`src/rtl/ssd_scan_if.sv`:
```
// ssd_scan_if
// Groups the receive-side inputs and the display-side outputs of the
// seven-segment scan controller.
//   rx_data    [7:0]  received UART byte
//   rx_valid          one-clock strobe, rx_data valid this cycle
//   clr               one-clock strobe, empties the display buffer
//   dig_sel    [3:0]  active-low one-hot digit enable, 4'b1111 = all off
//   nibble     [3:0]  hex value for the selected digit
//   dash              1 = show a dash instead of nibble
//   frame_tick        one-clock pulse after the digit-3 slot ends
// Modport slave is the controller; modport master is whoever feeds it
// bytes and consumes the display signals.
interface ssd_scan_if;
   logic [7:0] rx_data;
   logic       rx_valid;
   logic       clr;
   logic [3:0] dig_sel;
   logic [3:0] nibble;
   logic       dash;
   logic       frame_tick;

   modport master (
      output rx_data, rx_valid, clr,
      input  dig_sel, nibble, dash, frame_tick
   );

   modport slave (
      input  rx_data, rx_valid, clr,
      output dig_sel, nibble, dash, frame_tick
   );
endinterface

```
`src/rtl/ssd_scan_controller.sv`:
```
// ssd_scan_controller
// Captures received bytes into a 2-byte display buffer and time-multiplexes
// four seven-segment digits, with a blanking interval at the start of every
// slot to avoid ghosting. Digits that have no received data show a dash.
// Ports:
//   clk   system clock
//   rst   synchronous, active-high reset
//   bus   ssd_scan_if.slave: rx_data/rx_valid/clr in, dig_sel/nibble/
//         dash/frame_tick out (all outputs registered)
// Parameters:
//   SCAN_DIV      clocks per digit slot (>= 2)
//   BLANK_CYCLES  clocks of all-off at the start of each slot (< SCAN_DIV)
//   IDLE_TIMEOUT  clocks without a byte before reverting to dashes (0 = off)
module ssd_scan_controller #(
   parameter int SCAN_DIV     = 416_667,
   parameter int BLANK_CYCLES = 2_500,
   parameter int IDLE_TIMEOUT = 0
) (
   input  logic     clk,
   input  logic     rst,
   ssd_scan_if.slave bus
);

   localparam int PW = $clog2(SCAN_DIV);
   localparam int IW = (IDLE_TIMEOUT > 0) ? $clog2(IDLE_TIMEOUT + 1) : 1;

   localparam logic [PW-1:0] PRESC_LAST = PW'(SCAN_DIV - 1);
   localparam logic [PW-1:0] BLANK_END  = PW'(BLANK_CYCLES);
   localparam logic [IW-1:0] IDLE_MAX   = IW'(IDLE_TIMEOUT);
   localparam logic [IW-1:0] IDLE_LAST  = IW'((IDLE_TIMEOUT > 0) ? IDLE_TIMEOUT - 1 : 0);

   logic [15:0]   buffer;
   logic [1:0]    count;       // bytes held, saturates at 2
   logic [PW-1:0] presc;
   logic [1:0]    idx;
   logic [IW-1:0] idle_cnt;

   logic [3:0]    dig_sel_q;
   logic [3:0]    nibble_q;
   logic          dash_q;
   logic          frame_tick_q;

   logic [3:0]    sel_nib;
   logic          sel_ok;
   logic [3:0]    sel_onehot;

   // Value and validity of the digit the scan is currently on. Digits 0-1
   // need one byte, digits 2-3 need both bytes.
   always_comb begin
      sel_nib = 4'h0;
      sel_ok  = 1'b0;
      case (idx)
         2'd0: begin sel_nib = buffer[3:0];   sel_ok = (count != 2'd0); end
         2'd1: begin sel_nib = buffer[7:4];   sel_ok = (count != 2'd0); end
         2'd2: begin sel_nib = buffer[11:8];  sel_ok = (count == 2'd2); end
         default: begin sel_nib = buffer[15:12]; sel_ok = (count == 2'd2); end
      endcase
      sel_onehot = ~(4'b0001 << idx);
   end

   always_ff @(posedge clk) begin
      if (rst) begin
         buffer       <= 16'h0000;
         count        <= 2'd0;
         presc        <= '0;
         idx          <= 2'd0;
         idle_cnt     <= '0;
         dig_sel_q    <= 4'b1111;
         nibble_q     <= 4'h0;
         dash_q       <= 1'b1;
         frame_tick_q <= 1'b0;
      end else begin
         // Free-running scan; nothing on the receive side touches its phase.
         if (presc == PRESC_LAST) begin
            presc        <= '0;
            idx          <= idx + 2'd1;
            frame_tick_q <= (idx == 2'd3);
         end else begin
            presc        <= presc + PW'(1);
            frame_tick_q <= 1'b0;
         end

         // All three display outputs come from the same pre-edge state so
         // they never disagree with each other.
         dig_sel_q <= (presc < BLANK_END) ? 4'b1111 : sel_onehot;
         nibble_q  <= sel_ok ? sel_nib : 4'h0;
         dash_q    <= ~sel_ok;

         // clr beats a simultaneous byte; a byte beats the idle timeout.
         if (bus.clr) begin
            buffer <= 16'h0000;
            count  <= 2'd0;
         end else if (bus.rx_valid) begin
            buffer <= {buffer[7:0], bus.rx_data};
            if (count != 2'd2)
               count <= count + 2'd1;
         end else if ((IDLE_TIMEOUT != 0) && (idle_cnt >= IDLE_LAST)) begin
            // Buffer is kept; only the count is dropped so digits show dashes.
            count <= 2'd0;
         end

         if (IDLE_TIMEOUT != 0) begin
            if (bus.rx_valid)
               idle_cnt <= '0;
            else if (idle_cnt != IDLE_MAX)
               idle_cnt <= idle_cnt + IW'(1);
         end
      end
   end

   assign bus.dig_sel    = dig_sel_q;
   assign bus.nibble     = nibble_q;
   assign bus.dash       = dash_q;
   assign bus.frame_tick = frame_tick_q;

endmodule
```
`src/flat_wrapper.sv`:
```
// flat-port wrapper written by rule: the top's interface ports become plain ports
module ssd_scan_controller_flat 
#(
   parameter int SCAN_DIV     = 416_667,
   parameter int BLANK_CYCLES = 2_500,
   parameter int IDLE_TIMEOUT = 0
)
  (clk, rst, bus_rx_data, bus_rx_valid, bus_clr, bus_dig_sel, bus_nibble, bus_dash, bus_frame_tick);
  ssd_scan_if bus_i ();
  input  logic clk;
  input  logic rst;
  input wire logic [$bits(bus_i.rx_data)-1:0] bus_rx_data;
  input wire logic [$bits(bus_i.rx_valid)-1:0] bus_rx_valid;
  input wire logic [$bits(bus_i.clr)-1:0] bus_clr;
  output wire logic [$bits(bus_i.dig_sel)-1:0] bus_dig_sel;
  output wire logic [$bits(bus_i.nibble)-1:0] bus_nibble;
  output wire logic [$bits(bus_i.dash)-1:0] bus_dash;
  output wire logic [$bits(bus_i.frame_tick)-1:0] bus_frame_tick;
  assign bus_i.rx_data = bus_rx_data;
  assign bus_i.rx_valid = bus_rx_valid;
  assign bus_i.clr = bus_clr;
  assign bus_dig_sel = bus_i.dig_sel;
  assign bus_nibble = bus_i.nibble;
  assign bus_dash = bus_i.dash;
  assign bus_frame_tick = bus_i.frame_tick;
  ssd_scan_controller #(.SCAN_DIV(SCAN_DIV), .BLANK_CYCLES(BLANK_CYCLES), .IDLE_TIMEOUT(IDLE_TIMEOUT)) u_core (.clk(clk), .rst(rst), .bus(bus_i));
endmodule
```
`config.mk`:
```
export PLATFORM = sky130hd
export DESIGN_NAME = ssd_scan_controller_flat
export DESIGN_NICKNAME = d
export VERILOG_FILES = /design/src/rtl/ssd_scan_if.sv /design/src/rtl/ssd_scan_controller.sv /design/src/flat_wrapper.sv
export SDC_FILE = /design/constraint.sdc
export NUM_CORES = 1
export LEC_CHECK = 0
export ABC_AREA = 1
export CAP_MARGIN = 20
export CORE_UTILIZATION = 40
export CTS_CLUSTER_DIAMETER = 60
export DETAILED_ROUTE_END_ITERATION = 10
export GPL_TIMING_DRIVEN = 0
export HOLD_SLACK_MARGIN = 0.02
export MAX_ROUTING_LAYER = met4
export PLACE_DENSITY = 0.62
export RECOVER_POWER = 100
export SLEW_MARGIN = 20
export SYNTH_ARGS = -nofsm -noshare
export SYNTH_HDL_FRONTEND = slang
export SYNTH_SLANG_ARGS = --single-unit
```
`constraint.sdc`:
```
create_clock -name clk -period 1.4 [get_ports clk]
set_input_delay 0.21 -clock clk [delete_from_list [all_inputs] [get_ports clk]]
set_output_delay 0.21 -clock clk [all_outputs]
set_load 0.01 [all_outputs]
```
Word level (Yosys, flattened, before mapping)
Cells that the tools add are included.
{"block": "op_classes", "add_sub_neg": 3, "order_cmp": 1, "n_eq_ne": 6, "n_shift": 1, "n_mux": 2, "n_bitwise": 3, "reduce_logical": 9}
{"operator": "adder 19 x 1 -> 19 bit, second input constant", "count": 1}
{"operator": "== test 19 bit, second input constant", "count": 1}
{"operator": "less-than comparator 19 x 12 -> 1 bit, second input constant", "count": 1}
{"operator": "case mux 4 bit (3 select lines)", "count": 1}
{"operator": "OR reduction 2 bit", "count": 6}
{"operator": "== test 2 bit, second input constant", "count": 3}
{"operator": "adder 2 x 1 -> 2 bit, second input constant", "count": 2}
{"operator": "NOT 4 bit", "count": 1}
{"operator": "left shift 1 x 2 -> 4 bit, first input constant", "count": 1}
{"operator": "== test 2 x 1 -> 1 bit, second input constant", "count": 1}
{"operator": "zero test 2 bit", "count": 1}
{"operator": "inequality test 2 bit, second input constant", "count": 1}
{"operator": "NOT 1 bit", "count": 2}
{"operator": "AND reduction 2 bit", "count": 1}
{"operator": "nonzero test 2 bit", "count": 1}
{"operator": "two-way mux 1 bit", "count": 1}
{"block": "word_totals", "ff_bits": 49, "inputBits": 12, "output_inout_bits": 10, "elab_cells": 33}

Logic depth before layout (Yosys ltp)
Gate-level depths: netlist of the first run.
{"block": "depth", "word_depth": 5, "ltp_mapped": 9, "ltp_nobuf": 9}

Worst setup path before layout of the first run
No wires, ideal clock.
{"block": "synth_timing", "kind": "register to register", "start": "register u_core.presc[0]", "end": "register u_core.presc[16]", "setup_ns": 0.109, "arrival_ns": 1.261, "t_required_ns": 1.291, "slack_ns": 0.030, "path_stages_with_launch": 9, "n_path_buf": 0, "period_less_slack_ns": 1.370, "path_cell_list": "dfxtp_1 ha_1 nand2_1 nor2_1 nand2_1 o21ai_0 nand2_1 nand2_1 inv_1"}
{"block": "synth_via", "elab_chain_len": 2, "elab_cells_between_ends": 3, "cone_classes": "1 x add/sub; 1 x eq/ne; 1 x reduce/logical"}
{"element": "start, declared", "line": "ssd_scan_controller.sv:34", "rtl": "logic [PW-1:0] presc;"}
{"element": "start signal, assigned", "line": "ssd_scan_controller.sv:79", "rtl": "presc <= presc + PW'(1);"}
{"element": "parallel branches: the longest is 2 deep, another holds adder 19 x 1 -> 19 bit"}
Parallel ways; which one is timed is not known.
A chain may end at the register's enable or synchronous reset.

Final worst setup path of the first run
{"block": "layout_timing", "start": "register u_core.frame_tick_q (netlist: u_core.bus.frame_tick)", "end": "output bus_frame_tick"}
{"element": "start, declared", "line": "ssd_scan_controller.sv:41", "rtl": "logic frame_tick_q;"}
{"element": "start signal, assigned", "line": "ssd_scan_controller.sv:77", "rtl": "frame_tick_q <= (idx == 2'd3);"}
{"element": "end, declared", "line": "flat_wrapper.sv:18", "rtl": "output wire logic [$bits(bus_i.frame_tick)-1:0] bus_frame_tick;"}
No word-level cell between the ends.

==> results.py, run 1 <==
metrics = {
    "drt": {
        "wl_per_cell_um": 12.4,
        "met2_length_mm": 2.28,
        "drtIter0Drc": 141,
        "drtAntennaViolNets": 0,
        "via_per_inst": 4.89,
        "drt-total-wl_mm": 5.05,
        "drt_first_pass_iters": 4,
        "drc": 0,
        "wl_met3_um": 223,
        "top_layer": "met4",
        "vias": 1987,
        "wl_met1_mm": 2.49,
    },
    "timing": {
        "fin_skew_ns": 0.00964,
        "tightest_slew_ns": 0.470,
        "min_period_over_period": 0.962,
        "whs_ns": 0.235,
        "setup_viol": 0,
        "drv_slew": 0,
        "max_slew_margin": 0.687,
        "finalHoldViolations": 0,
        "period_minus_slack_ns": 1.35,
        "rsz0062_at_grt": "true",
        "clock.fmax_mhz": 742,
    },
    "logic_synthesis": {
        "synth.distinct_cells": 26,
        "yosysSeqAreaShare": 0.446,
        "yosys.area_share.simple": 0.312,
        "synthAdderAreaFrac": 0.0399,
        "synth_area_sq_mm": 0.00220,
        "synth.net_count": 322,
        "synth_top_family_by_area": "simple AND/OR/NAND/NOR gates",
        "synth_cells": 303,
        "synthMuxAreaShare": 0,
        "avgSynthCellArea_sq_um": 7.25,
        "synthXorXnorAreaFrac": 0.0319,
        "ys_ff_latch": 49,
        "synth-compound-area-share": 0.106,
        "ys.warnings.count": 0,
    },
    "clock_tree": {
        "cts_tree": "done",
        "clock_latency_ns": 0.30,
        "root_buffer": "clkbuf_8",
        "cts_buffer_depth": 2,
        "clk_pin_slew_ns": 0.09,
        "htreeDepth": 2,
        "cts_made_buffers": 5,
        "clock_sinks": 49,
    },
    "global_routing": {
        "first_global_vias": 1768,
        "grt_pass1_wl_mm": 8.48,
        "grt_usage": 0.189,
        "antenna_found_initial": 0,
        "gr-total-overflow": 0,
        "grt_start_max_net_pins": 19,
    },
    "critical_path": {
        "end_kind": "output port",
        "cpPeakStageDelay_ns": 0.53,
        "worstSetupPathType": "reg2out",
        "critical-path-slowest-cell": "clkdlybuf4s50_1",
        "path_cells": "clkdlybuf4s50_1",
        "critPathBufInv": 1,
        "worstPathRequired_ns": 1.19,
        "critPathMaxFanout": 1,
        "critical_path.top_delay_family": "buffers and inverters",
        "start_kind": "flop",
        "cp.arrival_ns": 1.14,
    },
    "final_layout": {
        "final_cells": 406,
        "drive_gt1_frac": 0.143,
        "fillers": 532,
        "seq_area_sq_mm": 0.00100,
        "final_area_sq_mm": 0.00275,
        "multi_input_area_sq_mm": 0.00115,
        "area_growth_pct": 25.2,
        "num-nets-final": 355,
        "antenna_cells": 0,
    },
    "placed_design": {
        "placed_cell_area_sq_mm": 0.00248,
        "io_buffers": 20,
        "place_inst": 393,
        "place_hpwl_mm": 3.56,
        "globalplace.congestion": 0.885,
    },
    "min_path": {
        "hold_path.class": "in2reg",
    },
    "flow_run": {
        "maxCapViolations": 0,
    },
    "floorplanning": {
        "core_region_area_sq_mm": 0.00520,
        "start_util": 0.422,
        "io_pins": 22,
        "dieArea_sq_mm": 0.00579,
        "rows": 26,
        "die_x_um": 76.1,
        "dieHeight_um": 76.1,
    },
    "power_and_ir_drop": {
        "switchingPower_w": 0.000547,
        "power_frac_seq": 0.562,
        "swShare": 0.214,
        "vdd_ir_drop_max_mv": 0.545,
        "pwr-share-clk": 0.374,
        "intPower_w": 0.00201,
        "power_w": 0.00256,
        "comb_power_share": 0.064,
        "leakage_nw": 0.982,
        "power.density_mw_per_mm2": 932,
    },
    "status": {
        "status": "completed",
    },
}
[cell type report]
class	instances	area share
clock buffer	5	0.0250
sequential	49	0.364
multi-input combinational	219	0.417
clock inverter	2	0.0127
tap	70	0.0318
buffer	5	0.0118
inverter	29	0.0396
timing repair buffer	27	0.0983
[placed cells by master (no fill, tap or decap), types with 3 or more instances in the layout]
master            n
inv_2             3
a21oi_1          22
dfxtp_1          37
nand2_1          77
ha_1              5
nor2_1           42
nor3_1            3
xor2_1            6
nand3_1          19
nor2_4            6
clkbuf_8          5
clkdlybuf4s50_1  19
buf_4             6
inv_1            24
a31oi_1           4
a211oi_1          7
o21ai_0           8
dfxtp_2          10
nand4_1           6
nand2_2           4
[registers in the layout, summed over array words and instances (netlist names)]
signal                 count
u_core.bus.dash            1
u_core.idx                 2
u_core.count               2
u_core.buffer             16
u_core.bus.frame_tick      1
u_core.bus.nibble          4
u_core.bus.dig_sel         4
u_core.presc              19
[timing repair]
item                                   4_1_cts  5_1_grt
cloned                                       0        1
setup buffers                                3        3
setup endpoints to repair                   21       18
pin swaps                                    2        6
gates resized for setup                     14       20
hold buffers                                 0        0
endpoints found under the hold margin        0        0
[logic make-up (layout without fill, tap and decap cells)]
| kind of cell | count (synthesis) | after routing |
|---|---|---|
| XOR/XNOR | 8 | 8 |
| AND/OR/NAND/NOR | 162 | 162 |
| flip-flops | 49 | 49 |
| adder cells (fa/ha/maj) | 7 | 7 |
| AO/OA/AOI/OAI | 42 | 42 |
| buffers and inverters | 35 | 68 |
[per-layer routing]
metal,GRT usage,vias to the layer above
met5,-,-
met4,0.0635,0
met3,0.0407,7
met2,0.272,39
met1,0.263,901
li1,-,1040
[synthesized netlist by cell type, drive strengths merged]
cell type	n	area [sq um]
nand2	83	324
dfxtp	49	981
nor2	48	195
inv	27	101
a21oi	22	110
nand3	20	100
o21ai	9	45.0
a211oi	7	52.6
ha	7	87.6
nand4	6	37.5
xor2	6	52.6
a31oi	4	25.0
buf	4	25.0
nor3	3	15.0
clkbuf	2	7.51
clkinv	2	7.51
xnor2	2	17.5
nor4	1	6.26
or2	1	6.26
[worst paths after layout]
kind                            slack, ns                             to                        startpoint  depth (start not counted)
worst max register to register       0.07    u_core.presc[10]$_SDFF_PP0_        u_core.presc[0]$_SDFF_PP0_                          8
worst max-delay path                 0.05                 bus_frame_tick  u_core.bus.frame_tick$_SDFF_PP0_                          1
worst min register to register       0.46     u_core.presc[0]$_SDFF_PP0_        u_core.presc[0]$_SDFF_PP0_                          1
worst min-delay path                 0.23  u_core.buffer[8]$_SDFFE_PP0P_                      bus_rx_valid                          3
[power by group through the flow]
stage	clock network, W	registers [W]	logic (W)
floorplan	0	0.00146	0.0000825
global placement	0	0.00147	0.000141
detailed placement	0	0.00147	0.000142
CTS	0.000993	0.00144	0.000150
global route	0.00105	0.00144	0.000185
finish	0.000959	0.00144	0.000165
[per-stage QoR]
stage                     TNS, ns   util  setup WS (ns)
final                           0  0.528         0.0526
after global routing      -0.0621  0.528        -0.0386
after CTS                       0  0.509        0.00106
after detailed placement    -6.76  0.477         -0.342
after global placement      -6.28  0.477         -0.319
after floorplan                 0      -         0.0304
(Power assumes the default switching activity.)
==> run 2, diff against run 1 <==
--- a/config.mk
+++ b/config.mk
@@ -7,13 +7,14 @@
 export LEC_CHECK = 0
 export ABC_AREA = 1
 export CAP_MARGIN = 20
-export CORE_UTILIZATION = 40
+export CELL_PAD_IN_SITES_DETAIL_PLACEMENT = 0
+export CELL_PAD_IN_SITES_GLOBAL_PLACEMENT = 1
+export CORE_UTILIZATION = 37
 export CTS_CLUSTER_DIAMETER = 60
 export DETAILED_ROUTE_END_ITERATION = 10
 export GPL_TIMING_DRIVEN = 0
 export HOLD_SLACK_MARGIN = 0.02
-export MAX_ROUTING_LAYER = met4
-export PLACE_DENSITY = 0.62
+export PLACE_DENSITY = 0.75
 export RECOVER_POWER = 100
 export SLEW_MARGIN = 20
 export SYNTH_ARGS = -nofsm -noshare
==> run 2 against run 1 <==
  * Wire length up 6.2%
  * Sequential share of layout area down 0.24 points
  * First-iteration DRC count up 57%
  * Critical path type is now reg2reg
  * Largest cell class unchanged
  * Largest power group unchanged
==> results.py, run 2 (synthesis gave the netlist of run 1 again) <==
metrics = {
    "floorplanning": {
        "dieArea_sq_mm": 0.00625,
        "die_x_um": 79.1,
        "start_util": 0.392,
        "dieHeight_um": 79.1,
        "core_region_area_sq_mm": 0.00561,
        "io_pins": 22,
        "rows": 27,
    },
    "clock_tree": {
        "clock_sinks": 49,
        "cts_buffer_depth": 2,
        "clock_latency_ns": 0.30,
        "root_buffer": "clkbuf_8",
        "htreeDepth": 2,
        "postCtsHoldBufs": 0,
        "clk_pin_slew_ns": 0.08,
        "cts_tree": "done",
        "cts_made_buffers": 5,
    },
    "final_layout": {
        "multi_input_area_sq_mm": 0.00113,
        "reg_top3": "u_core.presc x19, u_core.buffer x16",
        "drive_gt1_frac": 0.139,
        "seq_area_sq_um": 998,
        "regMostFlops": "u_core.presc",
        "antenna_cells": 0,
        "final_common_cell": "nand2_1",
        "final_cells": 409,
        "fillers": 579,
        "largest_register_ffs": 19,
        "final_area_sq_mm": 0.00276,
        "num-nets-final": 355,
        "area_growth_pct": 25.7,
        "layout_common_cells": "nand2_1 (79), nor2_1 (42), dfxtp_1 (37)",
    },
    "timing": {
        "min_period_over_period": 0.967,
        "max_slew_margin": 0.659,
        "rsz0062_at_grt": "true",
        "fin_ws_ns": 0.0457,
        "clock.fmax_mhz": 738,
        "setup_tns_ns": 0,
        "finalHoldViolations": 0,
        "setup_viol": 0,
        "period_minus_slack_ns": 1.35,
        "tightest_slew_ns": 0.512,
        "fin_skew_ns": 0.00665,
        "drv_slew": 0,
    },
    "power_and_ir_drop": {
        "comb_power_share": 0.063,
        "pwr-share-clk": 0.394,
        "power_frac_seq": 0.542,
        "leakage_nw": 0.993,
        "swShare": 0.217,
        "vdd_ir_drop_max_mv": 0.480,
        "intPower_w": 0.00208,
        "switchingPower_w": 0.000576,
        "power.density_mw_per_mm2": 961,
        "power_w": 0.00265,
    },
    "drt": {
        "drt-total-wl_mm": 5.36,
        "drtIter0Drc": 221,
        "drtAntennaViolNets": 0,
        "via_per_inst": 4.89,
        "drc": 0,
        "wl_per_cell_um": 13.1,
        "drt_first_pass_iters": 5,
        "vias": 2000,
    },
    "global_routing": {
        "grt_pass1_wl_mm": 8.53,
        "first_global_vias": 1751,
        "grt_start_max_net_pins": 19,
        "antenna_found_initial": 0,
        "gr-total-overflow": 0,
        "grt_usage": 0.182,
    },
    "placed_design": {
        "globalplace.congestion": 0.841,
        "io_buffers": 20,
        "place_inst": 395,
        "place_ws_ns": -0.386,
        "placed_cell_area_sq_mm": 0.00249,
        "place_hpwl_mm": 3.87,
    },
    "critical_path": {
        "path_cells": "inv_1, ha_2, nand3_2, nor2_4, nand2_4, nand2_8, clkbuf_16, nor2_1",
        "worstSetupPathType": "reg2reg",
        "critical-path-slowest-cell": "dfxtp_4",
        "worstPathRequired_ns": 1.60,
        "critPathMaxFanout": 6,
        "start_kind": "flop",
        "cpPeakStageDelay_ns": 0.38,
        "critical_path.top_delay_family": "simple AND/OR/NAND/NOR gates",
        "cp.arrival_ns": 1.55,
        "critPathBufInv": 2,
        "end_kind": "flop",
    },
    "min_path": {
        "hold_path.class": "in2reg",
    },
    "flow_run": {
        "maxCapViolations": 0,
    },
    "status": {
        "status": "completed",
    },
}
-- run 2: changes by cell type in the layout (fill, tap and decap cells not counted), moves of 2 or more --
cell             change
buf_6                +2
nor2_2               +2
clkdlybuf4s25_1      +2
nor2_4               -2
buf_4                -2
nand2_2              -2
nand2_1              +2
clkdlybuf4s50_1      -4
-- run 2: path summary, 6_finish.rpt --
kind                              endpoint  cells past startpoint  slack (ns)                  startpoint
min reg2reg     u_core.presc[0]$_SDFF_PP0_                      1        0.47  u_core.presc[0]$_SDFF_PP0_
max reg2reg     u_core.presc[4]$_SDFF_PP0_                      8        0.05  u_core.presc[0]$_SDFF_PP0_
min          u_core.buffer[8]$_SDFFE_PP0P_                      3        0.23                bus_rx_valid
max             u_core.presc[4]$_SDFF_PP0_                      8        0.05  u_core.presc[0]$_SDFF_PP0_
-- run 2: tightest hold or removal path, cell delays in order --
cell and delay, ns:
buf_2 0.15, nand2_1 0.07, a21oi_1 0.05
-- run 2: power groups by stage --
stage / clock, W / sequential (W) / combinational (W)
after floorplan: 0 / 0.00146 / 0.0000825
after global placement: 0 / 0.00147 / 0.000145
after detailed placement: 0 / 0.00147 / 0.000145
after CTS: 0.00108 / 0.00144 / 0.000154
after global routing: 0.00114 / 0.00144 / 0.000189
final: 0.00105 / 0.00144 / 0.000168
-- run 2: timing repair --
item | in CTS | in global routing
hold endpoints to repair | 0 | 0
gates resized for setup | 10 | 25
buffers inserted | 4 | 2
endpoints found under the setup margin | 21 | 23
gates cloned | 0 | 1
pin swaps | 2 | 6
-- run 2: through the flow --
stage                      util  hold WS (ns)
after global routing      0.492         0.229
after CTS                 0.474         0.209
after global placement    0.444         0.453
after floorplan               -         0.287
final                     0.492         0.230
after detailed placement  0.444         0.456
-- run 2: metal layers --
layer  vias up  GRT usage  share of wire
met3         8     0.0345          0.069
met5         -          0              0
met1       873      0.281           0.52
met2        73      0.242           0.40
met4         0     0.0709          0.015
li1       1046          -              -
-- run 2: layout make-up --
type | instances | area share
buffer | 5 | 0.0118
clock buffer | 7 | 0.0313
clock inverter | 1 | 0.0109
inverter | 29 | 0.0408
multi-input combinational | 219 | 0.410
sequential | 49 | 0.362
tap | 72 | 0.0326
timing repair buffer | 27 | 0.101
